**src/rtl/ram_arbiter_pkg.sv**
```systemverilog
// Shared types and helpers for the RAM arbiter.
// Optional feature macro: RAM_ARB_RR_EN (round-robin IDLE arbitration).
package ram_arbiter_pkg;

    // Arbiter FSM state, kept as plain constants for older tool flows
    typedef logic [0:0] arb_state_t;
    localparam arb_state_t ARB_IDLE   = 1'b0;
    localparam arb_state_t ARB_LOCKED = 1'b1;

    // Width needed to count 0..n-1 (never below one bit)
    function automatic int lock_cnt_w(input int n);
        return (n > 1) ? $clog2(n) : 1;
    endfunction

endpackage

```
**src/rtl/ram_arbiter_if.sv**
```systemverilog
// Requester-side bus of the RAM arbiter: request handshake and read response.
interface ram_arbiter_if #(
    parameter int NREQ  = 3,
    parameter int AW    = 13,
    parameter int WIDTH = 8
);
    import ram_arbiter_pkg::*;

    logic [NREQ-1:0]       req_valid;
    logic [NREQ-1:0]       req_ready;
    logic [NREQ-1:0]       req_write;
    logic [NREQ-1:0]       req_lock;
    logic [NREQ*AW-1:0]    req_addr;
    logic [NREQ*WIDTH-1:0] req_wdata;
    logic [NREQ-1:0]       rsp_valid;
    logic [WIDTH-1:0]      rsp_data;

    // Requesters side
    modport master (
        output req_valid, req_write, req_lock, req_addr, req_wdata,
        input  req_ready, rsp_valid, rsp_data
    );

    // Arbiter side
    modport slave (
        input  req_valid, req_write, req_lock, req_addr, req_wdata,
        output req_ready, rsp_valid, rsp_data
    );
endinterface

```
**src/rtl/ram_arb_pick.sv**
```systemverilog
// Combinational one-hot picker: first valid bit found searching upward from
// 'start' with wrap-around. start=0 gives plain fixed priority.
module ram_arb_pick
    import ram_arbiter_pkg::*;
#(
    parameter  int N  = 3,
    localparam int IW = lock_cnt_w(N)
) (
    input  logic [N-1:0]  valid,
    input  logic [IW-1:0] start,
    output logic [N-1:0]  grant,
    output logic [IW-1:0] gnt_idx
);

    int   idx;
    logic found;

    // Rotating priority scan; the first hit wins and masks the rest
    always_comb begin
        grant   = '0;
        gnt_idx = '0;
        found   = 1'b0;
        idx     = 0;
        for (int k = 0; k < N; k++) begin
            idx = (int'(start) + k) % N;
            if (!found && valid[idx]) begin
                grant[idx] = 1'b1;
                gnt_idx    = IW'(idx);
                found      = 1'b1;
            end
        end
    end

endmodule

```
**src/rtl/ram_arbiter.sv**
```systemverilog
// Single-port synchronous RAM arbiter with bus lock and lock timeout.
// Optional feature macro: RAM_ARB_RR_EN -- when defined, IDLE grants rotate
// round-robin; otherwise requester 0 has fixed highest priority.
module ram_arbiter
    import ram_arbiter_pkg::*;
#(
    parameter  int NREQ     = 3,
    parameter  int WORDS    = 8192,
    parameter  int WIDTH    = 8,
    parameter  int LOCK_MAX = 160,
    localparam int AW       = $clog2(WORDS)
) (
    input  logic             clk,
    input  logic             reset,
    ram_arbiter_if.slave     bus,
    output logic [AW-1:0]    ram_addr,
    output logic             ram_write,
    output logic [WIDTH-1:0] ram_d_in,
    input  logic [WIDTH-1:0] ram_d_out
);

    localparam int IW = lock_cnt_w(NREQ);
    localparam int CW = lock_cnt_w(LOCK_MAX);

    arb_state_t      state_q;
    logic [IW-1:0]   owner_q;
    logic [CW-1:0]   lock_cnt_q;
    logic [NREQ-1:0] rsp_vld_q;

    logic [NREQ-1:0] cand;
    logic [NREQ-1:0] grant;
    logic [IW-1:0]   win;
    logic [IW-1:0]   start;
    logic            xfer;
    logic            win_wr;
    logic            win_lock;
    logic            lock_expire;

    // Candidate set: nobody in reset, only the owner while locked
    always_comb begin
        cand = '0;
        if (!reset) begin
            if (state_q == ARB_LOCKED)
                cand[owner_q] = bus.req_valid[owner_q];
            else
                cand = bus.req_valid;
        end
    end

`ifdef RAM_ARB_RR_EN
    logic [IW-1:0] rr_ptr_q;

    // Rotate past the last IDLE winner; locked grants leave the pointer alone
    always_ff @(posedge clk) begin
        if (reset)
            rr_ptr_q <= '0;
        else if (state_q == ARB_IDLE && xfer)
            rr_ptr_q <= (int'(win) == NREQ - 1) ? '0 : win + IW'(1);
    end

    assign start = rr_ptr_q;
`else
    assign start = '0;
`endif

    ram_arb_pick #(.N(NREQ)) u_pick (
        .valid   (cand),
        .start   (start),
        .grant   (grant),
        .gnt_idx (win)
    );

    assign bus.req_ready = grant;
    assign xfer          = |grant;
    assign win_wr        = bus.req_write[win];
    assign win_lock      = bus.req_lock[win];
    assign lock_expire   = (lock_cnt_q == CW'(LOCK_MAX - 1));

    // With no grant win is 0, so the RAM sees requester 0's fields (don't-care)
    assign ram_addr  = bus.req_addr[int'(win)*AW +: AW];
    assign ram_d_in  = bus.req_wdata[int'(win)*WIDTH +: WIDTH];
    assign ram_write = xfer & win_wr;

    // Remember who issued a read; the RAM returns it one cycle later
    always_ff @(posedge clk) begin
        if (reset)
            rsp_vld_q <= '0;
        else
            rsp_vld_q <= grant & ~bus.req_write;
    end

    // Masking with reset drops a response for a read accepted just before reset
    assign bus.rsp_valid = rsp_vld_q & {NREQ{~reset}};
    assign bus.rsp_data  = ram_d_out;

    // Lock FSM: enter on a locked transfer, leave on unlock or timeout
    always_ff @(posedge clk) begin
        if (reset) begin
            state_q    <= ARB_IDLE;
            owner_q    <= '0;
            lock_cnt_q <= '0;
        end else begin
            case (state_q)
                ARB_IDLE: begin
                    if (xfer && win_lock) begin
                        state_q    <= ARB_LOCKED;
                        owner_q    <= win;
                        lock_cnt_q <= '0;
                    end
                end
                ARB_LOCKED: begin
                    if ((xfer && !win_lock) || lock_expire) begin
                        state_q    <= ARB_IDLE;
                        lock_cnt_q <= '0;
                    end else begin
                        lock_cnt_q <= lock_cnt_q + CW'(1);
                    end
                end
                default: begin
                    state_q    <= ARB_IDLE;
                    lock_cnt_q <= '0;
                end
            endcase
        end
    end

endmodule

```
**src/flat_wrapper.sv**
```systemverilog
// flat-port wrapper written by rule: the top's interface ports become plain ports
module ram_arbiter_flat import ram_arbiter_pkg::*;
#(
    parameter  int NREQ     = 3,
    parameter  int WORDS    = 8192,
    parameter  int WIDTH    = 8,
    parameter  int LOCK_MAX = 160,
    localparam int AW       = $clog2(WORDS)
)
  (clk, reset, ram_addr, ram_write, ram_d_in, ram_d_out, bus_req_valid, bus_req_write, bus_req_lock, bus_req_addr, bus_req_wdata, bus_req_ready, bus_rsp_valid, bus_rsp_data);
  ram_arbiter_if #(.NREQ(NREQ), .AW((13)), .WIDTH(WIDTH)) bus_i ();
  input  logic clk;
  input  logic reset;
  output logic [AW-1:0] ram_addr;
  output logic ram_write;
  output logic [WIDTH-1:0] ram_d_in;
  input  logic [WIDTH-1:0] ram_d_out;
  input wire logic [$bits(bus_i.req_valid)-1:0] bus_req_valid;
  input wire logic [$bits(bus_i.req_write)-1:0] bus_req_write;
  input wire logic [$bits(bus_i.req_lock)-1:0] bus_req_lock;
  input wire logic [$bits(bus_i.req_addr)-1:0] bus_req_addr;
  input wire logic [$bits(bus_i.req_wdata)-1:0] bus_req_wdata;
  output wire logic [$bits(bus_i.req_ready)-1:0] bus_req_ready;
  output wire logic [$bits(bus_i.rsp_valid)-1:0] bus_rsp_valid;
  output wire logic [$bits(bus_i.rsp_data)-1:0] bus_rsp_data;
  assign bus_i.req_valid = bus_req_valid;
  assign bus_i.req_write = bus_req_write;
  assign bus_i.req_lock = bus_req_lock;
  assign bus_i.req_addr = bus_req_addr;
  assign bus_i.req_wdata = bus_req_wdata;
  assign bus_req_ready = bus_i.req_ready;
  assign bus_rsp_valid = bus_i.rsp_valid;
  assign bus_rsp_data = bus_i.rsp_data;
  ram_arbiter #(.NREQ(NREQ), .WORDS(WORDS), .WIDTH(WIDTH), .LOCK_MAX(LOCK_MAX)) u_core (.clk(clk), .reset(reset), .bus(bus_i), .ram_addr(ram_addr), .ram_write(ram_write), .ram_d_in(ram_d_in), .ram_d_out(ram_d_out));
endmodule
```
**config.mk**
```make
export PLATFORM = sky130hd
export DESIGN_NAME = ram_arbiter_flat
export DESIGN_NICKNAME = d
export VERILOG_FILES = /design/src/rtl/ram_arbiter_pkg.sv /design/src/rtl/ram_arbiter_if.sv /design/src/rtl/ram_arb_pick.sv /design/src/rtl/ram_arbiter.sv /design/src/flat_wrapper.sv
export SDC_FILE = /design/constraint.sdc
export NUM_CORES = 1
export LEC_CHECK = 0
export CORE_MARGIN = 4
export CORE_UTILIZATION = 33
export DETAILED_ROUTE_END_ITERATION = 16
export GPL_ROUTABILITY_DRIVEN = 0
export PLACE_DENSITY = 0.91
export SLEW_MARGIN = 15
export SYNTH_ARGS = -nofsm -noshare
export SYNTH_HDL_FRONTEND = slang
export SYNTH_SLANG_ARGS = --single-unit
```
**constraint.sdc**
```tcl
create_clock -name clk -period 2.5 [get_ports clk]
set_input_delay 0.5 -clock clk [delete_from_list [all_inputs] [get_ports clk]]
set_output_delay 0.5 -clock clk [all_outputs]
set_load 0.1 [all_outputs]
```
* After elaboration in Yosys (flattened, before gate mapping)
Cells that the tools add are included.
** Word-level totals
- Latch bits :: 0
- Memory bits (read-only) :: 0
- Logic and storage cells :: 54
- Register bits after elaboration :: 14
- Memories :: 0
- Bits in writable memories :: 0
** Cells by class
- Bitwise gates (word level) :: 7
- Muxes and demuxes :: 23
- Multipliers :: 1
- Equality and inequality tests :: 2
- Shift operators :: 2
- Reduce and logical (&&, ||, !) cells :: 11
- Magnitude comparators :: 3
- Add/sub/neg operators :: 1
- Divide/modulo/power cells :: 0
** Operator list (number)
- $shiftx 39x32->13 :: 1
- $shiftx 24x6->8 :: 1
- $mux 8 :: 2
- $pmux 8 s2 :: 1
- $mux 1 :: 10
- $and 3x3->3 :: 3
- $mux 3 :: 3
- $add 8x1->8 const B :: 1
- $eq 8x8->1 const B :: 1
- $bmux 1 s2 :: 3
- $lt 2x3->1 const B :: 2
- $mul 2x4->6 const B :: 1
- $logic_and 1x1->1 :: 5
- $mux 2 :: 2
- $logic_not 1->1 :: 3
- $not 3->3 :: 1
- $reduce_or 3->1 :: 1
- $demux 1 s2 :: 1
- $ge 2x1->1 const B :: 1
- $ne 2x1->1 const B :: 1
- $not 1->1 :: 2
- $pmux 1 s2 :: 1
- $reduce_and 2->1 :: 1
- $and 1x1->1 :: 1
- $logic_or 1x1->1 :: 1

* Longest topological paths before layout
Gate-level depths: netlist of run 1.
- Word-level depth :: 21
- Gate-level depth with buffers :: 8

* Cells and area by module
From an unflattened synthesis of run 1, not the netlist that was laid out.
** Second synthesis, totals
- Cells, all modules :: 233
- Area total of the unflattened synthesis :: 1647.8 um^2
** Modules (own cells, without submodules)
- ram_arbiter :: seq. area each 280.3 um^2, instances 1, area each 1315.0 um^2, cells an instance 181
- ram_arb_pick :: seq. area each 0.0 um^2, instances 1, area each 332.8 um^2, cells an instance 52

* Least setup slack after synthesis of run 1
Ideal clock, no wire load.
- Path type :: input-to-output
- Start :: input reset
- End :: output ram_addr[11]
- Setup slack :: -1558 ps
- Data arrival time :: 3558 ps
- Stages on the path :: 6
- Cell sequence :: or2_4 > o32a_2 > and2_1 > buf_2 > clkbuf_1 > o21ai_0
** Between the ends
- Cells in the longest elaborated chain, start to end :: 10
- Elaborated cells between the ends (all ways) :: 11
- Those cells by class :: 1 x mul; 1 x shift; 5 x mux; 4 x reduce/logical
** RTL lines
- from (decl) :: RTL line flat_wrapper.sv:13 : input logic reset;
- $mux 3 (*) :: RTL line ram_arbiter.sv:42 : if (!reset) begin
- $mux 1 :: RTL line ram_arb_pick.sv:26 : if (!found && valid[idx]) begin
- $logic_not 1->1 :: RTL line ram_arb_pick.sv:26
- $logic_and 1x1->1 :: RTL line ram_arb_pick.sv:26
- $mux 1 :: RTL line ram_arb_pick.sv:26
- $logic_not 1->1 :: RTL line ram_arb_pick.sv:26
- $logic_and 1x1->1 :: RTL line ram_arb_pick.sv:26
- $mux 2 (*) :: RTL line ram_arb_pick.sv:26
- $mul 2x4->6 (*) :: RTL line ram_arbiter.sv:80 : assign ram_addr = bus.req_addr[int'(win)*AW +: AW];
- $shiftx 39x32->13 (*) :: RTL line ram_arbiter.sv:80
- to (decl) :: RTL line flat_wrapper.sv:14 : output logic [AW-1:0] ram_addr;
Mark *: on every way between the ends. The rest lies on a longest branch, timed or not.

* Worst setup path in the final report of run 1
- Start :: register u_core.owner_q[1]
- End :: output ram_addr[10]
** Between the ends
- Cells in the longest elaborated chain, start to end :: 16
- Elaborated cells between the ends (all ways) :: 20
- Those cells by class :: 1 x mul; 2 x order compare; 1 x shift; 10 x mux; 1 x bitwise; 5 x reduce/logical
** RTL lines
- from (decl) :: RTL line ram_arbiter.sv:26 : logic [IW-1:0] owner_q;
- from (signal assigned) :: RTL line ram_arbiter.sv:107 : owner_q <= win;
- $lt 2x3->1 (implied by the code) / $ge 2x1->1 (equally long branches) :: RTL line ram_arbiter.sv:44 : cand[owner_q] = bus.req_valid[owner_q];
- $logic_and 1x1->1 (implied by the code) :: RTL line ram_arbiter.sv:44
- $mux 1 (implied by the code) :: RTL line ram_arbiter.sv:44
- $demux 1 s2
- $and 3x3->3 (no line) (*)
- $mux 3 (*) :: RTL line ram_arbiter.sv:43 : if (state_q == ARB_LOCKED)
- $mux 3 (*) :: RTL line ram_arbiter.sv:42
- $mux 1 :: RTL line ram_arb_pick.sv:26
- $logic_not 1->1 :: RTL line ram_arb_pick.sv:26
- $logic_and 1x1->1 :: RTL line ram_arb_pick.sv:26
- $mux 1 :: RTL line ram_arb_pick.sv:26
- $logic_not 1->1 :: RTL line ram_arb_pick.sv:26
- $logic_and 1x1->1 :: RTL line ram_arb_pick.sv:26
- $mux 2 (*) :: RTL line ram_arb_pick.sv:26
- $mul 2x4->6 (*) :: RTL line ram_arbiter.sv:80
- $shiftx 39x32->13 (*) :: RTL line ram_arbiter.sv:80
Mark *: on every way between the ends. The rest lies on a longest branch, timed or not. The select of a mux whose other input is x is not followed.

==> results of run 1 <==
-- worst min-delay path by stage --
| stage | from | depth (start not counted) | to |
|---|---|---|---|
| 5_1_grt | u_core.lock_cnt_q[1] | 1 | u_core.lock_cnt_q[1] |
| 4_1_cts | u_core.lock_cnt_q[1] | 1 | u_core.lock_cnt_q[1] |
| 6_report | u_core.lock_cnt_q[1] | 1 | u_core.lock_cnt_q[1] |
| 2_1_floorplan | u_core.lock_cnt_q[1] | 1 | u_core.lock_cnt_q[1] |
| 3_3_place_gp | u_core.lock_cnt_q[1] | 1 | u_core.lock_cnt_q[1] |
| 3_5_place_dp | u_core.lock_cnt_q[1] | 1 | u_core.lock_cnt_q[1] |
-- cells by family after synthesis --
kind of cell	share of synthesized area
and+or+nand+nor	0.242
AOI/OAI and AO/OA	0.258
muxes	0.185
xor gates and xnor gates	0.0123
DFF	0.198
adders and majority gates	0.00882
buffers and inverters	0.0970
-- registers in the layout, indices dropped and copies added, names as in the netlist --
register,flops
u_core.lock_cnt_q,8
u_core.rsp_vld_q,3
u_core.owner_q,2
u_core.state_q,1
-- cells in the final DEF, fill, tap and decap left out, types with 4 or more instances in the layout --
master	synthesis	routed
nand2_1	26	23
nor2_1	6	5
dfxtp_1	14	11
clkdlybuf4s50_1	0	69
clkbuf_8	0	4
buf_12	0	33
and3_1	4	4
o21ai_4	1	15
mux2i_1	24	10
nor2b_1	10	10
nand3_1	4	4
mux2i_4	0	7
buf_4	9	32
mux2i_2	0	7
o21ai_2	0	8
a221o_1	4	4
-- stage by stage --
step	worst slack (ns)	utilization	hold WS, ns	TNS, ns	power [mW]
after floorplan	-0.281	-	0.461	-3.13	0.832
after global placement	-0.232	0.745	0.480	-4.27	1.15
after detailed placement	-0.265	0.745	0.482	-5.37	1.17
after CTS	0.00271	0.838	0.501	0	1.47
after global routing	-0.0476	0.851	0.520	-0.135	1.54
final	-0.0106	0.851	0.511	-0.0106	1.52
-- worst reg2reg max path: stages, from the launching register on --
cell and delay (ns):
dfxtp_1 0.33, ha_1 0.24, and3_1 0.23, a41oi_1 0.46, o311ai_4 0.22, buf_4 0.18
nor4b_1 0.40, a221o_1 0.18
-- synthesized netlist by cell type (2+ instances only) --
cell type  instances
nor2_1             6
dfxtp_1           14
nor4b_1            3
o21a_1             2
nand3_1            4
mux2i_1           24
buf_6              2
a21oi_1            2
a22o_1             2
a221o_1            4
nand2_1           26
clkbuf_1           2
buf_4              9
buf_2              5
nor2b_1           10
inv_1              4
and3_1             4
o21ai_0           23
-- per-layer routing --
layer,global-route usage,share of wire,vias up,routed length [um]
met5,0,0,-,0
met2,0.559,0.56,103,4860
met1,0.311,0.33,999,2930
met3,0.0616,0.060,32,522
li1,-,-,881,-
met4,0.169,0.049,0,429
-- what timing repair did --
item | in CTS | in global routing
endpoints found under the hold margin | 0 | 0
resized for setup | 46 | 12
buffers inserted | 10 | 2
endpoints found under the setup margin | 23 | 21
gates cloned | 4 | 0
hold buffers | 0 | 0
pin swaps | 9 | 2
-- report_power, final --
part	internal, mW	total (mW)	switching, mW
logic	0.455	1.05	0.591
clock network	0.140	0.232	0.0919
registers	0.230	0.239	0.00955
total	0.825	1.52	0.692
-- layout make-up --
class / instances / area [um2] / share of cell area
flip-flops and latches: 14 / 292 / 0.0839
well taps: 50 / 62.6 / 0.0180
clock buffers: 4 / 55.1 / 0.0158
inverters: 4 / 15.0 / 0.00432
repair buffers: 143 / 1720 / 0.495
multi-input cells: 138 / 1330 / 0.383
==> impl_metrics.ini, run 1 <==
[clock_network]
cts_sinks = 14
cts_made_buffers = 3
h-tree-depth = 1
cts_tree = done
clk_latency_ns = 0.25
path_clk_slew_ns = 0.06
cts-root-buf = clkbuf_8
clockBufferDepth = 2

[critical_path]
slowest_stage = dfxtp_4
cp-startpoint = u_core.owner_q[1]
worstPathArrival_ns = 2.01
cp_num_buf_inv = 3
r2r_end = u_core.lock_cnt_q[3]
slowest_delay_ns = 0.40
crit_path_cell_trace = and3b_1 > o21ai_4 > buf_12 > mux2i_4 > buf_4 > o21ai_4 > buf_12
setup.worst_path.class = register to output port
crit_family = buffers and inverters
r2r_slack_ns = 0.20
worstPathRequired_ns = 2.00
worstPathMaxFanout = 7
cp-end-kind = output port
ff2ff_path_depth = 7
cp.depth = 7
endpoint = ram_addr[10]
crit_path_start_kind = register
r2r_start = u_core.lock_cnt_q[0]

[global_route]
antenna_found_initial = 0
grt_pass1_vias = 2127
gr-total-overflow = 0
grt_max_degree = 13
gr-usage-all-layers = 0.302
grt_first_pass_wirelength_um = 12000

[sta]
fin_crit_sh = 1.00
finalSetupViolCount = 1
clock.fmax_mhz = 398
rsz0062_at_grt = true
fin_crit_ns = 2.51
fin_worst_skew_ns = 0.00250
hold_viol = 0
slew_headroom = 0.676
setup_ws_ns = -0.0106
drv_slew = 0
worstMarginPinSlew_ns = 0.480

[pwr]
powerDensity_nw_per_um2 = 437
p_leak_nw = 1.42
peakVddDrop_uv = 294

[finish]
instances_no_fill = 353
n_fill_cell = 180
diodes = 0
stdcell_area_um2 = 3480
area_growth_syn_to_layout_pct = 145
drive_gt1_frac = 0.446
fin_nets = 387

[synthesis]
syn_avg_cell_area_um2 = 8.15
synthArstFlopShare = 0
synth_seq_area_share = 0.198
syn_nets = 257
ys.flop_type = dfxtp_1
syn_area_um2 = 1420
ys_top_cells_by_area = dfxtp_1, mux2i_1, o21ai_0
syn_inst = 174
netlist.area_leader.share = 0.198
synth-edff-count = 0
synth_warnings = 0
synth_cell_types = 46
ys_ff_latch = 14
synth_top_area_cell = dfxtp_1

[die]
dieArea_um2 = 5410
coreArea_um2 = 4090
start_util = 0.347
die_y_um = 73.6
ios = 118
fp-row-count = 23
die_w_um = 73.6

[route]
drtIter0Drc = 179
ant_nets = 0
drt-total-wl_um = 8740
dr.pass1.iters = 4
route.detailed.drc = 0
viasPerCell = 5.71
wl_per_cell_um = 24.8
vias = 2015

[placed_design]
dpl_cell_area_um2 = 3050
place_inst = 334
hpwlAfterDp_um = 5460
io_buffers = 101

[flow_run]
maxCapViolations = 0

[run_status]
failed_checks = negative setup slack
status = complete, but fails checks

[hold_path]
hold_path.class = register to register
No activity file was read; power rests on OpenSTA's default activity.
==> run 2: changes to the inputs <==
--- a/config.mk
+++ b/config.mk
@@ -5,11 +5,13 @@
 export SDC_FILE = /design/constraint.sdc
 export NUM_CORES = 1
 export LEC_CHECK = 0
+export CELL_PAD_IN_SITES_DETAIL_PLACEMENT = 1
+export CELL_PAD_IN_SITES_GLOBAL_PLACEMENT = 1
 export CORE_MARGIN = 4
-export CORE_UTILIZATION = 33
+export CORE_UTILIZATION = 21
 export DETAILED_ROUTE_END_ITERATION = 16
 export GPL_ROUTABILITY_DRIVEN = 0
-export PLACE_DENSITY = 0.91
+export PLACE_DENSITY = 0.88
 export SLEW_MARGIN = 15
 export SYNTH_ARGS = -nofsm -noshare
 export SYNTH_HDL_FRONTEND = slang
==> impl_metrics.ini, run 2 (synthesis results as in run 1) <==
[route]
wl_per_cell_um = 22.5
vias = 1831
route.detailed.drc = 0
ant_nets = 0
viasPerCell = 4.94
drt-total-wl_um = 8340
dr.pass1.iters = 4
drtIter0Drc = 65

[global_route]
gr-total-overflow = 0
grt_first_pass_wirelength_um = 12700
antenna_found_initial = 0
grt_pass1_vias = 2153
gr-usage-all-layers = 0.198
grt_max_degree = 17

[critical_path]
worstPathMaxFanout = 11
worstPathRequired_ns = 2.00
worstPathArrival_ns = 1.98
cp_num_buf_inv = 2
setup.worst_path.class = register to output port
crit_family = flip-flops
cp.depth = 6
crit_path_cell_trace = and3b_1 > o21ai_4 > buf_12 > mux2i_4 > o21ai_4 > buf_12
slowest_delay_ns = 0.40
crit_path_start_kind = register
cp-end-kind = output port
slowest_stage = dfxtp_4
ff2ff_path_depth = 7

[finish]
n_fill_cell = 670
final_cell_mix = clkdlybuf4s50_1, buf_12, nand2_1
largestRegisters = u_core.lock_cnt_q: 8 flops, u_core.rsp_vld_q: 3 flops, u_core.owner_q: 2 flops
largest_reg_flops = 8
diodes = 0
top_register = u_core.lock_cnt_q
area_growth_syn_to_layout_pct = 143
fin_nets = 378
stdcell_area_um2 = 3440
drive_gt1_frac = 0.432
layout_commonest_cell = clkdlybuf4s50_1

[clock_network]
path_clk_slew_ns = 0.06
clk_latency_ns = 0.24
cts_sinks = 14
clockBufferDepth = 2
h-tree-depth = 1
cts-root-buf = clkbuf_8
cts_made_buffers = 3
cts_tree = done

[pwr]
p_leak_nw = 1.36
peakVddDrop_uv = 184
powerDensity_nw_per_um2 = 433

[flow_run]
maxCapViolations = 0

[die]
die_y_um = 90.2
die_w_um = 90.2
ios = 118
fp-row-count = 29
coreArea_um2 = 6460
start_util = 0.220
dieArea_um2 = 8140

[hold_path]
hold_path.class = register to register
holdPathStages = 1

[placed_design]
io_buffers = 101
dpl_cell_area_um2 = 3030
hpwlAfterDp_um = 5370

[sta]
hold_viol = 0
rsz0062_at_grt = true
slew_headroom = 0.690
worstMarginPinSlew_ns = 0.465
holdWs_ns = 0.518
drv_slew = 0
clock.fmax_mhz = 404
fin_crit_ns = 2.48
fin_worst_skew_ns = 0.00358
finalSetupViolCount = 0
fin_crit_sh = 0.990

[run_status]
status = finished, final reports clean
-- run 2: changes by cell type in the layout (fill, tap and decap cells not counted), sizes merged --
cell,before,now
buf,73,64
-- run 2: layout make-up --
class | instances | area (um2) | area share
Clock buffer | 4 | 55.1 | 0.0160
Inverter | 4 | 15.0 | 0.00436
Multi-Input combinational cell | 138 | 1360 | 0.394
Sequential cell | 14 | 292 | 0.0847
Tap cell | 77 | 96.3 | 0.0280
Timing Repair Buffer | 134 | 1630 | 0.473
-- run 2: power breakdown --
part	switching (mW)	internal (mW)	leakage, nW
Sequential	0.0120	0.230	0.116
Clock	0.0825	0.139	0.0288
Combinational	0.583	0.443	1.22
Total	0.677	0.812	1.36
-- run 2: metrics by stage --
step	cells	setup TNS (ns)	setup slack [ns]	power, mW	util
detailed placement	353	-7.05	-0.321	1.16	0.469
global route	371	-0.0746	-0.0187	1.53	0.533
CTS	370	0	0.00131	1.45	0.519
finish	371	0	0.0247	1.49	0.533
floorplan	174	-3.13	-0.281	0.832	-
global placement	353	-5.43	-0.255	1.14	0.469
-- run 2: worst paths after layout --
check / start / slack [ns] / end
hold / removal: u_core.lock_cnt_q[1] / 0.52 / u_core.lock_cnt_q[1]
setup reg to reg: u_core.state_q / 0.42 / u_core.lock_cnt_q[4]
setup / recovery: u_core.owner_q[1] / 0.02 / ram_d_in[7]
hold reg to reg: u_core.lock_cnt_q[1] / 0.52 / u_core.lock_cnt_q[1]
-- run 2: repair_timing --
item | 4_1_cts | 5_1_grt
endpoints found under the hold margin | 0 | 0
hold buffers | 0 | 0
gates resized for setup | 36 | 26
buffers inserted | 12 | 2
setup endpoints to repair | 23 | 21
cloned | 1 | 0
pin swaps | 3 | 4
-- run 2: per-layer routing --
layer  track usage  up-vias  part of all wire
li1              -      860                 -
met1         0.197      903              0.35
met2         0.406       52              0.58
met3        0.0351       16             0.035
met4        0.0663        0             0.030
met5             0        -                 0
==> variant, RTL diff (flow settings as in run 1) <==
`WORDS` is set to 8192 in 2 places; all go to 2048.
--- a/src/rtl/ram_arbiter.sv
+++ b/src/rtl/ram_arbiter.sv
@@ -6,5 +6,5 @@
 #(
     parameter  int NREQ     = 3,
-    parameter  int WORDS    = 8192,
+    parameter  int WORDS    = 2048,
     parameter  int WIDTH    = 8,
     parameter  int LOCK_MAX = 160,
--- a/src/flat_wrapper.sv
+++ b/src/flat_wrapper.sv
@@ -3,5 +3,5 @@
 #(
     parameter  int NREQ     = 3,
-    parameter  int WORDS    = 8192,
+    parameter  int WORDS    = 2048,
     parameter  int WIDTH    = 8,
     parameter  int LOCK_MAX = 160,
Interface: changed (resized ram_addr); port bits go from 118 to 116. The function was not compared with the original's and may differ.
==> variant against run 1 <==
- the run still ends with setup timing left
- die area decreased by 6.5%
- worst setup slack got worse by 0.22 ns
- synthesized cell count increased by 4.6%
- routed wire length increased by 4.2%
- via count increased by 2.4%
- register-to-register slack got worse by 0.15 ns
- sequential power increased by 8%
- maximum frequency decreased by 7.9%
- power increased by 2.5%
- area after synthesis decreased by 7.2%
- sequential cell count unchanged
- core utilization increased by 4.4 points
- design area decreased by 3.6%
- critical path type unchanged
- largest power group unchanged
==> variant: results (changes against run 1) <==
worst_hold_path:
  whs_endpoint: "u_core.lock_cnt_q[3]$_SDFFE_PP0P_"
  holdPathStages: 2  # +1
  min_from: "u_core.lock_cnt_q[3]$_SDFFE_PP0P_"
drt:
  wl_met2_um: 4520  # -7.0%
  drt_iter0_drc: 157  # -12%
  detail_route.vias_per_cell: 5.88  # +3.0%
  wirelength_um: 9110  # +4.2%
  wl_met3_um: 698  # +34%
  wl_met1_um: 3270  # +12%
final_layout:
  drive_gt1_share_pct: 44.0  # -0.51 points
  nMultiInputCombCells: 143  # +3.6%
  fill_cells: 133  # -26%
  regArea_sq_um: 287  # -1.7%
  clk_share_pct: 1.64  # +0.059 points
  n_all_buffers: 135  # -5.6%
  multi_input_area_share_pct: 37.5  # -0.81 points
  diodes: 1  # +1
grt:
  use_met3_pct: 8.95  # +2.8 points
  grt_pass1_vias: 2336  # +9.8%
  grt_usage_pct: 34.5  # +4.3 points
  grtUsageMet2_pct: 61.5  # +5.6 points
  grt_max_degree: 16  # +3
  use_met1_pct: 36.4  # +5.3 points
  grt_pass1_wl_um: 13200  # +10%
worst_setup_path:
  worst_path_largest_cell_delay_ns: 0.44  # +0.04 ns
  r2r_slack_ns: 0.05  # -0.15 ns
  crit_path_top_delay_cell: "or3b_4"
  rr_worst_depth: 11  # +4
  worstReg2RegStart: "u_core.owner_q[0]$_SDFFE_PP0P_"
  cp_max_fo: 5  # -2
  timing.rr.end: "u_core.owner_q[1]$_SDFFE_PP0P_"
power_and_ir_drop:
  peakVddDrop_mv: 0.319  # +8.5%
  p_seq_w: 0.000258  # +8%
  swShare_pct: 46.6  # +1.0 points
  p_leak_nw: 1.45  # +2.1%
  p_per_area_mw_per_mm2: 464  # +6.3%
yosys:
  ys_seq_area_share_pct: 21.3  # +1.5 points
  synth.area.top_cells: "dfxtp_1 (21%), mux2i_1 (15%), o21ai_0 (11%)"
  synthTopCellsByCount: "o21ai_0 (28), nand2_1 (27), mux2i_1 (20)"
outcome:
  violations: "setup timing"
  status: "finished, violations left"
timing:
  timing.final.ws_setup_ns: -0.227  # -0.216 ns
  setup_viol: 21  # +20
  slew_headroom_pct: 53.9  # -14 points
placement:
  dp.final_hpwl_um: 5450  # -0.21%
## variant: cell types whose count changed after synthesis, moves of 3 or more
cell     before  now
nor2b_1      10    4
mux2i_1      24   20
nand3_1       4    8
a21oi_1       2    7
and3_1        4    1
o21ai_0      23   28
nor2_1        6   13
nor4b_1       3    0
o22ai_1       0    3
a221o_1       4    0
## variant: per-stage QoR
step	setup slack [ns]	std cells	instance area (sq um)	setup TNS [ns]	hold WS, ns
2_1_floorplan	-0.566	182	1600	-1.30	0.461
3_3_place_gp	-0.333	331	2970	-6.74	0.476
3_5_place_dp	-0.451	331	2970	-10.00	0.502
4_1_cts	-0.0964	351	3330	-0.983	0.510
5_1_grt	-0.242	350	3350	-4.00	0.545
6_report	-0.227	351	3350	-3.53	0.513
## variant: worst max path at each step
stage,to,depth (start not counted),start,slack (ns)
floorplan,ram_write,6,bus_req_valid[0],-0.57
global placement,ram_addr[5],7,bus_req_valid[0],-0.33
detailed placement,ram_write,7,bus_req_valid[0],-0.45
CTS,ram_addr[5],10,u_core.owner_q[0]$_SDFFE_PP0P_,-0.1
global route,ram_d_in[6],7,u_core.state_q$_SDFF_PP0_,-0.24
finish,ram_addr[2],9,u_core.owner_q[0]$_SDFFE_PP0P_,-0.23
## variant: kinds of logic (layout without fill, tap and decap cells)
kind of cell	count (synthesis)	count (layout)	share of synthesized area [%]
muxes	20	20	15.2
xor gates and xnor gates	1	1	0.666
AOI/OAI and AO/OA	55	55	26.9
and+or+nand+nor	66	66	24.1
buffers and inverters	25	145	10.9
DFF	14	14	21.3
adders and majority gates	1	1	0.950
other	0	1	0
## variant: repair_timing
action	in CTS	in global routing
setup buffers	14	1
gates cloned	3	0
pin swaps	10	4
hold buffers	0	0
endpoints found under the setup margin	22	22
hold endpoints to repair	0	0
gates resized for setup	55	8
